[config.mk]
export PLATFORM = sky130hd
export DESIGN_NAME = mdio_target
export DESIGN_NICKNAME = d
export VERILOG_FILES = /design/src/rtl/mdio_target_pkg.sv /design/src/rtl/mdio_target_sync.sv /design/src/rtl/mdio_target.sv
export SDC_FILE = /design/constraint.sdc
export NUM_CORES = 1
export LEC_CHECK = 0
export CAP_MARGIN = 0
export CORE_MARGIN = 2
export CORE_UTILIZATION = 59
export DETAILED_ROUTE_END_ITERATION = 10
export GPL_TIMING_DRIVEN = 0
export HOLD_SLACK_MARGIN = 0.06
export PLACE_DENSITY_LB_ADDON = 0.1
export SETUP_SLACK_MARGIN = 0.3
export SYNTH_ARGS = -nofsm -noshare
export SYNTH_HDL_FRONTEND = slang
export SYNTH_SLANG_ARGS = --single-unit
[constraint.sdc]
create_clock -name clk -period 3.3 [get_ports clk]
set_input_delay 0.495 -clock clk [delete_from_list [all_inputs] [get_ports clk]]
set_output_delay 0.495 -clock clk [all_outputs]
set_load 0.05 [all_outputs]
[src/rtl/mdio_target_pkg.sv]
// mdio_target_pkg: shared definitions for the MDIO Clause 22 target.
//   - ST and opcode field values
//   - frame field lengths, as down-counter load values
//   - FSM state encoding
`timescale 1ns/1ps
package MdioPkg;

    localparam logic [1:0] MDIO_ST       = 2'b01;
    localparam logic [1:0] MDIO_OP_READ  = 2'b10;
    localparam logic [1:0] MDIO_OP_WRITE = 2'b01;

    // bit_cnt is loaded with (bits remaining - 1) and counts down to 0.
    localparam logic [4:0] CNT_OP          = 5'd1;   // 2 opcode bits
    localparam logic [4:0] CNT_ADDR        = 5'd4;   // 5 PHYAD / REGAD bits
    localparam logic [4:0] CNT_TA          = 5'd1;   // 2 turnaround bits
    localparam logic [4:0] CNT_WR_DATA     = 5'd15;  // 16 data bits
    localparam logic [4:0] CNT_RD_DATA     = 5'd16;  // 16 driven bits + release rise
    localparam logic [4:0] CNT_SKIP_OP     = 5'd27;  // PHYAD + REGAD + TA + DATA
    localparam logic [4:0] CNT_SKIP_REGAD  = 5'd17;  // TA + DATA

    typedef enum logic [2:0] {
        ST_IDLE,
        ST_START,
        ST_OP,
        ST_PHYAD,
        ST_REGAD,
        ST_TA,
        ST_DATA,
        ST_SKIP
    } mdio_state_e;

endpackage

[src/rtl/mdio_target_sync.sv]
// mdio_target_sync: brings mdc and mdio_in into the clk domain and produces
// a one-cycle strobe on each rising edge of the synchronized mdc.
//   clk, rst_n  : system clock, async active-low reset
//   mdc         : MDIO clock pin (asynchronous)
//   mdio_in     : MDIO data pin (asynchronous)
//   mdc_rise    : high for one clk when synchronized mdc goes 0 -> 1
//   mdio_bit    : synchronized mdio_in, valid to sample while mdc_rise is high
`timescale 1ns/1ps
module mdio_target_sync (
    input  logic clk,
    input  logic rst_n,
    input  logic mdc,
    input  logic mdio_in,
    output logic mdc_rise,
    output logic mdio_bit
);

    logic [1:0] mdc_ff;
    logic [1:0] mdio_ff;
    logic       mdc_prev;

    always_ff @(posedge clk or negedge rst_n) begin
        if (!rst_n) begin
            mdc_ff   <= '0;
            mdio_ff  <= '0;
            mdc_prev <= 1'b0;
        end else begin
            mdc_ff   <= {mdc_ff[0], mdc};
            mdio_ff  <= {mdio_ff[0], mdio_in};
            mdc_prev <= mdc_ff[1];
        end
    end

    // Both pins travel through matching 2-FF chains, so the data bit seen with
    // the strobe is the one the station set up before its mdc rise.
    assign mdc_rise = mdc_ff[1] & ~mdc_prev;
    assign mdio_bit = mdio_ff[1];

endmodule

[src/rtl/mdio_target.sv]
// mdio_target: MDIO Clause 22 responder exposing 32 x 16-bit registers to
// fabric logic through strobed read/write ports.
//   clk, rst_n        : system clock (>= 16x mdc), async active-low reset
//   mdc, mdio_in      : MDIO bus pins from the station manager
//   mdio_out, mdio_oe : registered pad drive value and enable
//   rd_en, rd_addr    : one-cycle read request; rd_data sampled at first TA rise
//   wr_en, wr_addr,
//   wr_data           : one-cycle write strobe; addr/data hold until next write
//   busy              : frame in progress (start bit seen, not yet back in IDLE)
//
// state    | meaning
// ---------+-------------------------------------------------------------
// IDLE     | counting preamble ones, waiting for the ST 0 bit
// START    | expecting ST second bit (1); 0 means Clause 45, abandon
// OP       | shifting two opcode bits
// PHYAD    | shifting five PHY address bits
// REGAD    | shifting five register address bits, decide respond/skip
// TA       | turnaround; read drives 0 from the first TA rise
// DATA     | 16 data bits, shifted in (write) or driven out (read)
// SKIP     | passive, counting out the rest of a frame not for us
`timescale 1ns/1ps
module mdio_target
    import MdioPkg::*;
#(
    parameter logic [4:0] PHY_ADDR      = 5'd0,
    parameter int         PREAMBLE_BITS = 32
) (
    input  logic        clk,
    input  logic        rst_n,
    input  logic        mdc,
    input  logic        mdio_in,
    output logic        mdio_out,
    output logic        mdio_oe,
    output logic        rd_en,
    output logic [4:0]  rd_addr,
    input  logic [15:0] rd_data,
    output logic        wr_en,
    output logic [4:0]  wr_addr,
    output logic [15:0] wr_data,
    output logic        busy
);

    localparam int PRE_W = (PREAMBLE_BITS < 1) ? 1 : $clog2(PREAMBLE_BITS + 1);
    localparam logic [PRE_W-1:0] PRE_SAT = PRE_W'(PREAMBLE_BITS);

    mdio_state_e      state;
    mdio_state_e      state_nxt;
    logic [4:0]       bit_cnt;
    logic [PRE_W-1:0] pre_cnt;
    logic             op_msb;
    logic             is_read;
    logic [4:0]       phy_sh;
    logic [4:0]       reg_sh;
    logic [15:0]      data_sh;

    logic mdc_rise;
    logic mdio_bit;
    logic cnt_done;
    logic phy_match;
    logic oe_nxt;
    logic out_nxt;
    logic rd_en_nxt;
    logic wr_en_nxt;

    mdio_target_sync u_sync (
        .clk      (clk),
        .rst_n    (rst_n),
        .mdc      (mdc),
        .mdio_in  (mdio_in),
        .mdc_rise (mdc_rise),
        .mdio_bit (mdio_bit)
    );

    assign cnt_done  = (bit_cnt == 5'd0);
    assign phy_match = (phy_sh == PHY_ADDR);

    // state register
    always_ff @(posedge clk or negedge rst_n) begin
        if (!rst_n) begin
            state <= ST_IDLE;
        end else begin
            state <= state_nxt;
        end
    end

    // next state
    always_comb begin
        state_nxt = state;
        if (mdc_rise) begin
            case (state)
                ST_IDLE:  if (!mdio_bit && pre_cnt == PRE_SAT) state_nxt = ST_START;
                ST_START: state_nxt = (mdio_bit == MDIO_ST[0]) ? ST_OP : ST_IDLE;
                ST_OP: begin
                    if (cnt_done) begin
                        if ({op_msb, mdio_bit} == MDIO_OP_READ ||
                            {op_msb, mdio_bit} == MDIO_OP_WRITE) begin
                            state_nxt = ST_PHYAD;
                        end else begin
                            state_nxt = ST_SKIP;
                        end
                    end
                end
                ST_PHYAD: if (cnt_done) state_nxt = ST_REGAD;
                ST_REGAD: if (cnt_done) state_nxt = phy_match ? ST_TA : ST_SKIP;
                // A read leaves TA after its first rise; the second TA rise
                // already drives data[15] from the DATA state.
                ST_TA:    if (is_read || cnt_done) state_nxt = ST_DATA;
                ST_DATA:  if (cnt_done) state_nxt = ST_IDLE;
                ST_SKIP:  if (cnt_done) state_nxt = ST_IDLE;
                default:  state_nxt = ST_IDLE;
            endcase
        end
    end

    // outputs: busy directly, pad drive and strobes as next values for registers
    always_comb begin
        busy      = (state != ST_IDLE);
        oe_nxt    = mdio_oe;
        out_nxt   = mdio_out;
        rd_en_nxt = 1'b0;
        wr_en_nxt = 1'b0;
        if (mdc_rise) begin
            case (state)
                ST_REGAD: rd_en_nxt = cnt_done && phy_match && is_read;
                ST_TA: begin
                    if (is_read) begin
                        oe_nxt  = 1'b1;
                        out_nxt = 1'b0;
                    end
                end
                ST_DATA: begin
                    if (is_read) begin
                        if (cnt_done) begin
                            oe_nxt  = 1'b0;
                            out_nxt = 1'b0;
                        end else begin
                            out_nxt = data_sh[15];
                        end
                    end else begin
                        wr_en_nxt = cnt_done;
                    end
                end
                default: ;
            endcase
        end
    end

    // datapath: counters, shift registers and registered outputs
    always_ff @(posedge clk or negedge rst_n) begin
        if (!rst_n) begin
            bit_cnt  <= '0;
            pre_cnt  <= '0;
            op_msb   <= 1'b0;
            is_read  <= 1'b0;
            phy_sh   <= '0;
            reg_sh   <= '0;
            data_sh  <= '0;
            mdio_oe  <= 1'b0;
            mdio_out <= 1'b0;
            rd_en    <= 1'b0;
            rd_addr  <= '0;
            wr_en    <= 1'b0;
            wr_addr  <= '0;
            wr_data  <= '0;
        end else begin
            mdio_oe  <= oe_nxt;
            mdio_out <= out_nxt;
            rd_en    <= rd_en_nxt;
            wr_en    <= wr_en_nxt;

            // Every frame must be preceded by a fresh preamble.
            if (state != ST_IDLE) pre_cnt <= '0;

            if (mdc_rise) begin
                if (!cnt_done) bit_cnt <= bit_cnt - 5'd1;
                case (state)
                    ST_IDLE: begin
                        if (!mdio_bit)               pre_cnt <= '0;
                        else if (pre_cnt != PRE_SAT) pre_cnt <= pre_cnt + 1'b1;
                    end
                    ST_START: bit_cnt <= CNT_OP;
                    ST_OP: begin
                        op_msb <= mdio_bit;
                        if (cnt_done) begin
                            is_read <= ({op_msb, mdio_bit} == MDIO_OP_READ);
                            if ({op_msb, mdio_bit} == MDIO_OP_READ ||
                                {op_msb, mdio_bit} == MDIO_OP_WRITE) begin
                                bit_cnt <= CNT_ADDR;
                            end else begin
                                bit_cnt <= CNT_SKIP_OP;
                            end
                        end
                    end
                    ST_PHYAD: begin
                        phy_sh <= {phy_sh[3:0], mdio_bit};
                        if (cnt_done) bit_cnt <= CNT_ADDR;
                    end
                    ST_REGAD: begin
                        reg_sh <= {reg_sh[3:0], mdio_bit};
                        if (cnt_done) begin
                            bit_cnt <= phy_match ? CNT_TA : CNT_SKIP_REGAD;
                            if (phy_match && is_read) rd_addr <= {reg_sh[3:0], mdio_bit};
                        end
                    end
                    ST_TA: begin
                        if (is_read) begin
                            data_sh <= rd_data;
                            bit_cnt <= CNT_RD_DATA;
                        end else if (cnt_done) begin
                            bit_cnt <= CNT_WR_DATA;
                        end
                    end
                    ST_DATA: begin
                        data_sh <= {data_sh[14:0], is_read ? 1'b0 : mdio_bit};
                        if (!is_read && cnt_done) begin
                            wr_addr <= reg_sh;
                            wr_data <= {data_sh[14:0], mdio_bit};
                        end
                    end
                    default: ;
                endcase
            end
        end
    end

endmodule

; ---- Yosys cells after proc, flatten, opt, wreduce, memory -nomap -nowiden
; Cells that the tools add are included.
[classes]
mux = 40
reduce_logical = 25
n_addsub = 2
eq_ne = 20
bitwise = 2
[op_table]
columns = op, n
row1 = $mux W5, 8
row2 = $pmux W16 S2, 1
row3 = $mux W6, 5
row4 = $pmux W5 S5, 1
row5 = $mux W3, 7
row6 = $pmux W3 S7, 1
row7 = $mux W16, 1
row8 = $ne A2 B2 Y1 const B, 8
row9 = $eq A3 B3 Y1 const B, 4
row10 = $mux W1, 12
row11 = $logic_not A5 Y1, 2
row12 = $reduce_and A3 Y1, 3
row13 = $reduce_and A4 Y1, 2
row14 = $reduce_and A7 Y1, 1
row15 = $add A6 B1 Y6 const B, 1
row16 = $eq A3 B2 Y1 const B, 2
row17 = $eq A6 B6 Y1 const B, 1
row18 = $ne A6 B6 Y1 const B, 1
row19 = $reduce_and A2 Y1, 3
row20 = $logic_and A1 B1 Y1, 5
row21 = $reduce_and A5 Y1, 1
row22 = $sub A5 B1 Y5 const B, 1
row23 = $mux W2, 2
row24 = $pmux W1 S2, 2
row25 = 12 further kinds, 14
[totals]
reg_bits = 77
out_inout_bits = 31

; ---- Longest topological paths before layout
; Gate-level depths: netlist of the first run.
[logic_depth]
ltp_word = 6
ltp_mapped = 9
ltp_nobuf = 8

; ---- Modules after synthesis
; Synthesis of the first run repeated with hierarchy kept, for this count alone.
[unflattened]
cells_unflattened = 341
area_unflattened_um2 = 3868.7
[by_module_without_submodules]
columns = mod, cells_each, area_each_um2, instances, seq_area_each_um2
row1 = mdio_target, 335, 3729.8, 1, 1801.7
row2 = mdio_target_sync, 6, 138.9, 1, 125.1

; ---- Worst setup path after synthesis of the first run
; Ideal clock, no wire load.
[synth_path]
path_type = register to register
start = register bit_cnt[0]
end = register rd_addr[0]
slack_ps = 1259
period_less_slack_ps = 2041
setup_ps = 125
path_stages_with_launch = 9
path_buffers = 1
arrival_time_ps = 1916
cell_sequence = dfrtp_1 > inv_1 > ha_1 > nor4b_4 > buf_6 > inv_6 > nor3_2 > nor3b_4 > mux2_4
[synth_between]
elab_chain_len = 2
[synth_lines]
columns = element, line_no
row1 = start: declaration, mdio_target.sv:48  ; logic [4:0] bit_cnt;
row2 = start signal: assignment, mdio_target.sv:175  ; if (!cnt_done) bit_cnt <= bit_cnt - 5'd1;
row3 = start signal: assignment, mdio_target.sv:201  ; bit_cnt <= phy_match ? CNT_TA : CNT_SKIP_REGAD;
row4 = $logic_not A5 Y1, mdio_target.sv:74  ; assign cnt_done = (bit_cnt == 5'd0);
row5 = $reduce_and A4 Y1 (no line), --
row6 = end signal: assignment, mdio_target.sv:202  ; if (phy_match && is_read) rd_addr <= {reg_sh[3:0], mdio_bit};
row7 = end: declaration, mdio_target.sv:35  ; output logic [4:0] rd_addr,
; Every way passes these cells.
; A chain may end at the register's enable or synchronous reset.

; ---- Worst setup path in the final report of the first run
[layout_path]
start = register state[1]
end = output busy
[layout_between]
elab_chain_len = 1
[layout_lines]
columns = element, line_no
row1 = start: declaration, mdio_target.sv:46  ; mdio_state_e state;
row2 = start signal: assignment, mdio_target.sv:82  ; state <= state_nxt;
row3 = $reduce_bool A3 Y1, mdio_target.sv:117  ; busy = (state != ST_IDLE);
row4 = end: declaration, mdio_target.sv:40  ; output logic busy
; Every way passes these cells.

==> results of run 1 <==
logic make-up (layout without fill, tap and decap cells):
group | Yosys count | in the layout | share of synthesized area [%]
simple gates | 79 | 79 | 11.6
flops | 77 | 77 | 51.0
compound gates | 74 | 74 | 12.5
mux | 52 | 52 | 17.4
buf+inv | 33 | 101 | 4.74
fa+ha+maj | 7 | 7 | 2.32
xor+xnor | 2 | 2 | 0.464
Yosys cell counts, drive strengths merged, types with 3 or more instances:
| cell | n | share of area (%) |
|---|---|---|
| nor2 | 25 | 2.5 |
| nand3b | 3 | 0.60 |
| clkbuf | 11 | 1.1 |
| nand2b | 3 | 0.50 |
| nor3 | 3 | 0.53 |
| a21oi | 30 | 4.0 |
| nand3 | 3 | 0.53 |
| o21ai | 11 | 1.5 |
| a211oi | 3 | 0.60 |
| nor3b | 3 | 0.89 |
| ha | 7 | 2.3 |
| nand2 | 17 | 1.8 |
| o211ai | 4 | 0.79 |
| a31oi | 3 | 0.50 |
| dfrtp | 77 | 51 |
| inv | 13 | 1.4 |
| o22ai | 4 | 0.66 |
| mux2 | 36 | 13 |
| buf | 9 | 2.2 |
| or3 | 6 | 0.99 |
| mux2i | 16 | 4.2 |
| nor2b | 5 | 0.83 |
where the power goes:
group | total, mW | internal, mW | switching (mW)
logic | 0.272 | 0.128 | 0.144
registers | 1.02 | 0.978 | 0.0395
clock network | 0.757 | 0.434 | 0.323
total | 2.05 | 1.54 | 0.507
layout make-up:
type | count | area [um^2]
fill | 453 | 1640
buffer | 20 | 125
inverter | 13 | 53.8
tap | 77 | 96.3
multi-input combinational | 214 | 1670
timing repair buffer | 52 | 538
clock inverter | 2 | 38.8
sequential | 77 | 1930
clock buffer | 14 | 183
layer usage:
metal | GRT usage, % | vias up
met3 | 5.34 | 6
met5 | 0 | -
li1 | - | 1297
met1 | 35.2 | 1349
met4 | 7.92 | 0
met2 | 36.7 | 91
cell usage in the layout (no fill, tap or decap), types with 3 or more instances in the layout:
cell type                         count
sky130_fd_sc_hd__nand3b_1             3
sky130_fd_sc_hd__clkbuf_8            13
sky130_fd_sc_hd__a21oi_1             30
sky130_fd_sc_hd__mux2i_1             16
sky130_fd_sc_hd__a211oi_1             3
sky130_fd_sc_hd__o211ai_1             4
sky130_fd_sc_hd__dfrtp_1             77
sky130_fd_sc_hd__ha_1                 7
sky130_fd_sc_hd__o22ai_1              4
sky130_fd_sc_hd__buf_1                3
sky130_fd_sc_hd__mux2_2              12
sky130_fd_sc_hd__inv_1               12
sky130_fd_sc_hd__clkdlybuf4s50_1     48
sky130_fd_sc_hd__nor2_1              25
sky130_fd_sc_hd__nor2b_1              5
sky130_fd_sc_hd__o21ai_0             11
sky130_fd_sc_hd__a31oi_1              3
sky130_fd_sc_hd__nand2b_1             3
sky130_fd_sc_hd__nand2_1             16
sky130_fd_sc_hd__or3_1                6
sky130_fd_sc_hd__mux2_4              24
sky130_fd_sc_hd__clkbuf_1            12
stage by stage:
stage	worst slack, ps	utilization (%)	std cells	cell area, um^2	hold slack [ps]
after floorplan	1260	-	324	3780	199
after global placement	-919	69.7	451	4380	334
after detailed placement	809	70.1	452	4400	337
after CTS	404	73.8	469	4630	357
after global routing	656	73.8	469	4630	359
final	819	73.8	469	4630	352
state kept, by name, indices dropped and copies added (netlist names), 2 cells and up:
name / count
bit_cnt: 5
data_sh: 16
phy_sh: 5
pre_cnt: 6
rd_addr: 5
reg_sh: 5
state: 3
u_sync.mdc_ff: 2
u_sync.mdio_ff: 2
wr_addr: 5
wr_data: 16
final timing paths:
path                                  start               end  slack [ps]  cells past startpoint
max                                state[1]              busy         820                      4
min                        u_sync.mdc_ff[0]  u_sync.mdc_ff[1]         350                      0
max reg2reg                      bit_cnt[0]        rd_addr[4]         870                      8
min reg2reg                u_sync.mdc_ff[0]  u_sync.mdc_ff[1]         350                      0
max in group asynchronous             rst_n        wr_data[6]        2170                      3
min in group asynchronous             rst_n        pre_cnt[3]         580                      2
timing repair:
item / CTS / global route
resized for setup: 0 / 1
endpoints found under the hold margin: 18 / 0
setup buffers: 0 / 0
endpoints found under the setup margin: 0 / 1
hold buffers: 1 / 0
==> metrics.log, run 1 <==
INFO  metric result_of_the_run = finished clean
INFO  metric synth.yosys.seq_area_share = 51.0%
INFO  metric cp_num_buf_inv = 3
INFO  metric gp_congestion = between 0.9 and 1
INFO  metric final.period_utilization = 75.2%
INFO  metric worst_ep_required_time = 2800 ps
INFO  metric power.ir.vdd_worst = 0.322 mV
INFO  metric grt_antenna_before_repair = 0
INFO  metric post_synth.cell_area_avg = around 12 um^2
INFO  metric critical_path.slowest_cell = sky130_fd_sc_hd__dlymetal6s2s_1
INFO  metric fp.dieH = roughly 84 um
INFO  metric placement_rows = 29
INFO  metric dp_hpwl = 5.62 mm
INFO  metric grt-ovfl-total = 0
INFO  metric drt-total-wl = roughly 7.9 mm
INFO  metric critical_path.most_common_cell = sky130_fd_sc_hd__clkbuf_1
INFO  metric dr_wl_met2 = around 3.8 mm
INFO  metric hp-class = register to register
INFO  metric slew_hr = a little over half
INFO  metric area_growth = 22.6%
INFO  metric mappedNetlistNets = approximately 350
INFO  metric finalCriticalPeriod = approximately 2500 ps
INFO  metric worstSkewPairLatency = approximately 340 ps
INFO  metric count_of_pins_on_the_block_boundary = 51
INFO  metric synthesis.area = around 3800 um^2
INFO  metric ctsHtreeMaxLevel = 3
INFO  metric floorplan.die_area = ~7100 um^2
INFO  metric crit_path_cell_trace = clkbuf_1 -> clkbuf_1 -> or3_1 -> dlymetal6s2s_1
INFO  metric cts_made_buffers = 9
INFO  metric grt_start_max_net_pins = 60
INFO  metric synth.yosys.warnings = 0
INFO  metric clkTransAtPathRegs = ~70 ps
INFO  metric io_buffer_count = 50
INFO  metric global_route.usage.total = 24.3%
INFO  metric max-cap-violations = 0
INFO  metric grt_pass1_vias = ~2600
INFO  metric timing.fmax = ~400 MHz
INFO  metric hold_violations = 0
INFO  metric finalNetCount = about 410
INFO  metric synth.ff_latch_count = between 70 and 80
INFO  metric drt_iter0_markers = about 210
INFO  metric routed_wire_length_per_instance = between 15 and 20 um
INFO  metric worst_path_top_cell_family_by_delay = buffers and inverters
INFO  metric worst_slew_pin_slew = 682 ps
INFO  metric number_of_synthesized_flops_with_an_enable_pin = 0
INFO  metric dr_wl_met3 = slightly below 400 um
INFO  metric detail_route.drc_violations = 0
INFO  metric power.leakage = ~2.2 nW
INFO  metric clock_skew = between 5 and 6 ps
INFO  metric m1WireLength = 3.66 mm
INFO  metric cts_root_buffer = sky130_fd_sc_hd__clkbuf_8
INFO  metric vias = approximately 2700
INFO  metric critical_path.startpoint_type = register
INFO  metric netlist_instances = ~320
INFO  metric post_synth_num_cell_types = 56
INFO  metric routed.top_layer = met4
INFO  metric floorplan.die.width = ~84 um
INFO  metric crit_path_max_incr_delay = ~430 ps
INFO  metric floorplan.core_area = around 6300 um^2
INFO  metric antenna_violating_nets_post_route = 0
INFO  metric clock_tree_from_tritoncts = done
INFO  metric finalSetupViolCount = 0
INFO  metric vias_per_cell = 5.85
INFO  metric starting_density_of_the_core = about three fifths
INFO  metric timing.final.max_slew_violations = 0
INFO  metric fin_setup_tns = 0 ps
INFO  metric antenna_cells = 0
INFO  metric drtPass1Iterations = 5
INFO  metric prevailing_post_synth_register_cell = sky130_fd_sc_hd__dfrtp_1
INFO  metric path_class = register to output port
INFO  metric critical_path.max_fanout = 10
INFO  metric cts_max_path_buffers = 2
INFO  metric grt_first_pass_wirelength = 13.5 mm
INFO  metric worstSetupEndpointType = output port
INFO  metric powerDensity = 442 nW/um^2
INFO  metric grt_setup_unrepaired = no
INFO  metric layout-drive-gt1-share = 17.6%
INFO  metric cts.sink_count = 77
INFO  metric fin_total_pwr = ~2.0 mW
INFO  metric worst-endpoint-arrival = a little under 2000 ps
INFO  metric async_flop_share = 100%
Power figures use the tool's default switching activity.
==> run 2, diff against run 1 <==
CORE_UTILIZATION = 50   (was 59)
clock period = 2.2 ns   (was 3.3 ns; I/O delays follow)
==> run 2 against run 1 <==
Compared with the run above: design area up 6.3%; non-clock buffer count up 15; global-route usage down 3.4 points; via count up 2.6%; largest power group unchanged; highest routed layer unchanged.
==> metrics.log, run 2 (same netlist as run 1, synthesis figures left out) <==
INFO  metric result_of_the_run = finished clean
INFO  metric finalSetupViolCount = 0 (unchanged)
INFO  metric vias = 2814 (+2.6%)
INFO  metric layout.cells.most_common = sky130_fd_sc_hd__dfrtp_1
INFO  metric finalNetCount = 429 (+3.6%)
INFO  metric global_route.usage.total = 20.9% (-3.4 points)
INFO  metric cell_total_after_placement = 474 (+4.9%)
INFO  metric drt-total-wl = 8.30 mm (+5.2%)
INFO  metric powerDensity = 665 nW/um^2 (+50%)
INFO  metric area_after_dpl = 4440 um^2 (+0.97%)
INFO  metric power.ir.vdd_worst = 0.485 mV (+51%)
INFO  metric critical_path.startpoint_type = register
INFO  metric vias_per_cell = 5.56 (-4.9%)
INFO  metric dp_hpwl = 5.73 mm (+1.9%)
INFO  metric hp-class = register to register
INFO  metric count_of_pins_on_the_block_boundary = 51 (unchanged)
INFO  metric worst_slew_pin_slew = 668 ps (-14.8 ps)
INFO  metric fin_total_pwr = 3.27 mW (+60%)
INFO  metric io_buffer_count = 50 (unchanged)
INFO  metric ctsHtreeMaxLevel = 3 (unchanged)
INFO  metric final_hold_slack = 354 ps (+1.31 ps)
INFO  metric timing.final.max_slew_violations = 0 (unchanged)
INFO  metric worstSkewPairLatency = 350 ps (about the same)
INFO  metric layout-drive-gt1-share = 26.8% (+9.2 points)
INFO  metric gp_congestion = 0.935 (-1.2%)
INFO  metric final.period_utilization = 94.7%
INFO  metric floorplan.core_area = 7290 um^2 (+16%)
INFO  metric power.leakage = 2.38 nW (+9.2%)
INFO  metric floorplan.die_area = 8270 um^2 (+17%)
INFO  metric worstSetupEndpointType = register
INFO  metric grt_start_max_net_pins = 55 (-8.3%)
INFO  metric clock_tree_from_tritoncts = done
INFO  metric grt_antenna_before_repair = 0 (unchanged)
INFO  metric timing.fmax = 480 MHz
INFO  metric cts_root_buffer = sky130_fd_sc_hd__clkbuf_8
INFO  metric grt_setup_unrepaired = yes
INFO  metric reg.largest.list = data_sh (16), wr_data (16), pre_cnt (6)
INFO  metric post-route-worst-setup-slack = 116 ps (-703 ps)
INFO  metric detail_route.drc_violations = 0 (unchanged)
INFO  metric mostFrequentLayoutCells = 77 x sky130_fd_sc_hd__dfrtp_1, 43 x sky130_fd_sc_hd__clkdlybuf4s50_1, 29 x sky130_fd_sc_hd__a21oi_1
INFO  metric critical_path.slowest_cell = sky130_fd_sc_hd__dfrtp_1
INFO  metric max-cap-violations = 0 (unchanged)
INFO  metric layout.core_utilization = 67.6% (-6.3 points)
INFO  metric grt-ovfl-total = 0 (unchanged)
INFO  metric path_class = register to register
INFO  metric drt_iter0_markers = 178 (-14%)
INFO  metric floorplan.die.width = 90.9 um (+8.2%)
INFO  metric grt_first_pass_wirelength = 13.8 mm (+2.5%)
INFO  metric antenna_violating_nets_post_route = 0 (unchanged)
INFO  metric cts.sink_count = 77 (unchanged)
INFO  metric finalCriticalPeriod = about 2100 ps
INFO  metric fin_setup_tns = 0 ps (unchanged)
INFO  metric clkTransAtPathRegs = 70 ps (about the same)
INFO  metric layoutNonFillerInstCount = 506 (+7.9%)
INFO  metric routed_wire_length_per_instance = 16.4 um (-2.5%)
INFO  metric grt_pass1_vias = 2746 (+5.1%)
INFO  metric fp.dieH = 90.9 um (+8.2%)
INFO  metric clock_skew = 4.28 ps (-1.25 ps)
INFO  metric detailedPlace.worstSlack = -126 ps (-935 ps)
INFO  metric drtPass1Iterations = 4 (-1)
INFO  metric area_growth = 30.4%
INFO  metric critical_path.max_fanout = 10 (unchanged)
INFO  metric starting_density_of_the_core = 51.8% (-8.4 points)
INFO  metric antenna_cells = 0 (unchanged)
INFO  metric crit_path_max_incr_delay = 400 ps (-30 ps)
INFO  metric slew_hr = 55.5% (+0.99 points)
INFO  metric worst_ep_required_time = 2430 ps (-370 ps)
INFO  metric placement_rows = 31 (+6.9%)
INFO  metric final_design_area_no_fill = 4930 um^2 (+6.3%)
INFO  metric worst-endpoint-arrival = 2320 ps (+330 ps)
INFO  metric cts_max_path_buffers = 2 (unchanged)
INFO  metric cts_made_buffers = 9 (unchanged)
INFO  metric hold_violations = 0 (unchanged)
INFO  metric crit_path_cell_trace = inv_2 -> ha_4 -> nor4b_4 -> nand2_2 -> or3_4 -> buf_6 -> buf_12 -> mux2_4
run 2: cell count changes in the layout (fill, tap and decap cells not counted), moves of 3 or more:
cell	before	now
sky130_fd_sc_hd__buf_2	2	5
sky130_fd_sc_hd__buf_4	1	12
sky130_fd_sc_hd__buf_6	2	6
sky130_fd_sc_hd__clkbuf_1	12	5
sky130_fd_sc_hd__clkbuf_2	0	5
sky130_fd_sc_hd__clkbuf_8	13	10
sky130_fd_sc_hd__clkdlybuf4s50_1	48	43
sky130_fd_sc_hd__dlymetal6s2s_1	1	5
sky130_fd_sc_hd__ha_1	7	4
run 2: power breakdown:
group	leakage (nW)	total [mW]	switching, mW	internal, mW
clock network	0.108	1.17	0.500	0.674
registers	0.970	1.53	0.0594	1.47
logic	1.30	0.575	0.271	0.304
total	2.38	3.27	0.830	2.44
run 2: repair_timing:
item	4_1_cts	5_1_grt
setup buffers	10	5
hold endpoints to repair	23	0
gates resized for setup	22	36
hold buffers	1	0
setup endpoints to repair	48	58
pin swaps	6	8
run 2: worst max-delay path: cells and delay by family, from the launching register on:
kind | cells | cell delay, ps
simple gates | 3 | 780
mux | 1 | 290
buf+inv | 3 | 360
flops | 1 | 400
fa+ha+maj | 1 | 130
run 2: final timing paths:
check / endpoint / depth (start not counted) / slack, ps / startpoint
max reg2reg: wr_data[5] / 8 / 120 / bit_cnt[0]
max in group asynchronous: mdio_out / 3 / 1220 / rst_n
max: wr_data[5] / 8 / 120 / bit_cnt[0]
min reg2reg: u_sync.mdc_ff[1] / 0 / 350 / u_sync.mdc_ff[0]
min: u_sync.mdc_ff[1] / 0 / 350 / u_sync.mdc_ff[0]
min in group asynchronous: pre_cnt[3] / 2 / 430 / rst_n
run 2: layout make-up:
class	instances	area (um^2)
Timing Repair Buffer	67	689
Clock inverter	3	68.8
Clock buffer	13	149
Multi-Input combinational cell	214	1760
Fill cell	576	2360
Buffer	20	154
Inverter	13	56.3
Tap cell	99	124
Sequential cell	77	1930
run 2: per-layer routing:
| layer | wire [um] | track usage [%] |
|---|---|---|
| met5 | 0 | 0 |
| met4 | 201 | 7.95 |
| met3 | 443 | 5.23 |
| met2 | 3890 | 31.4 |
| met1 | 3770 | 29.3 |
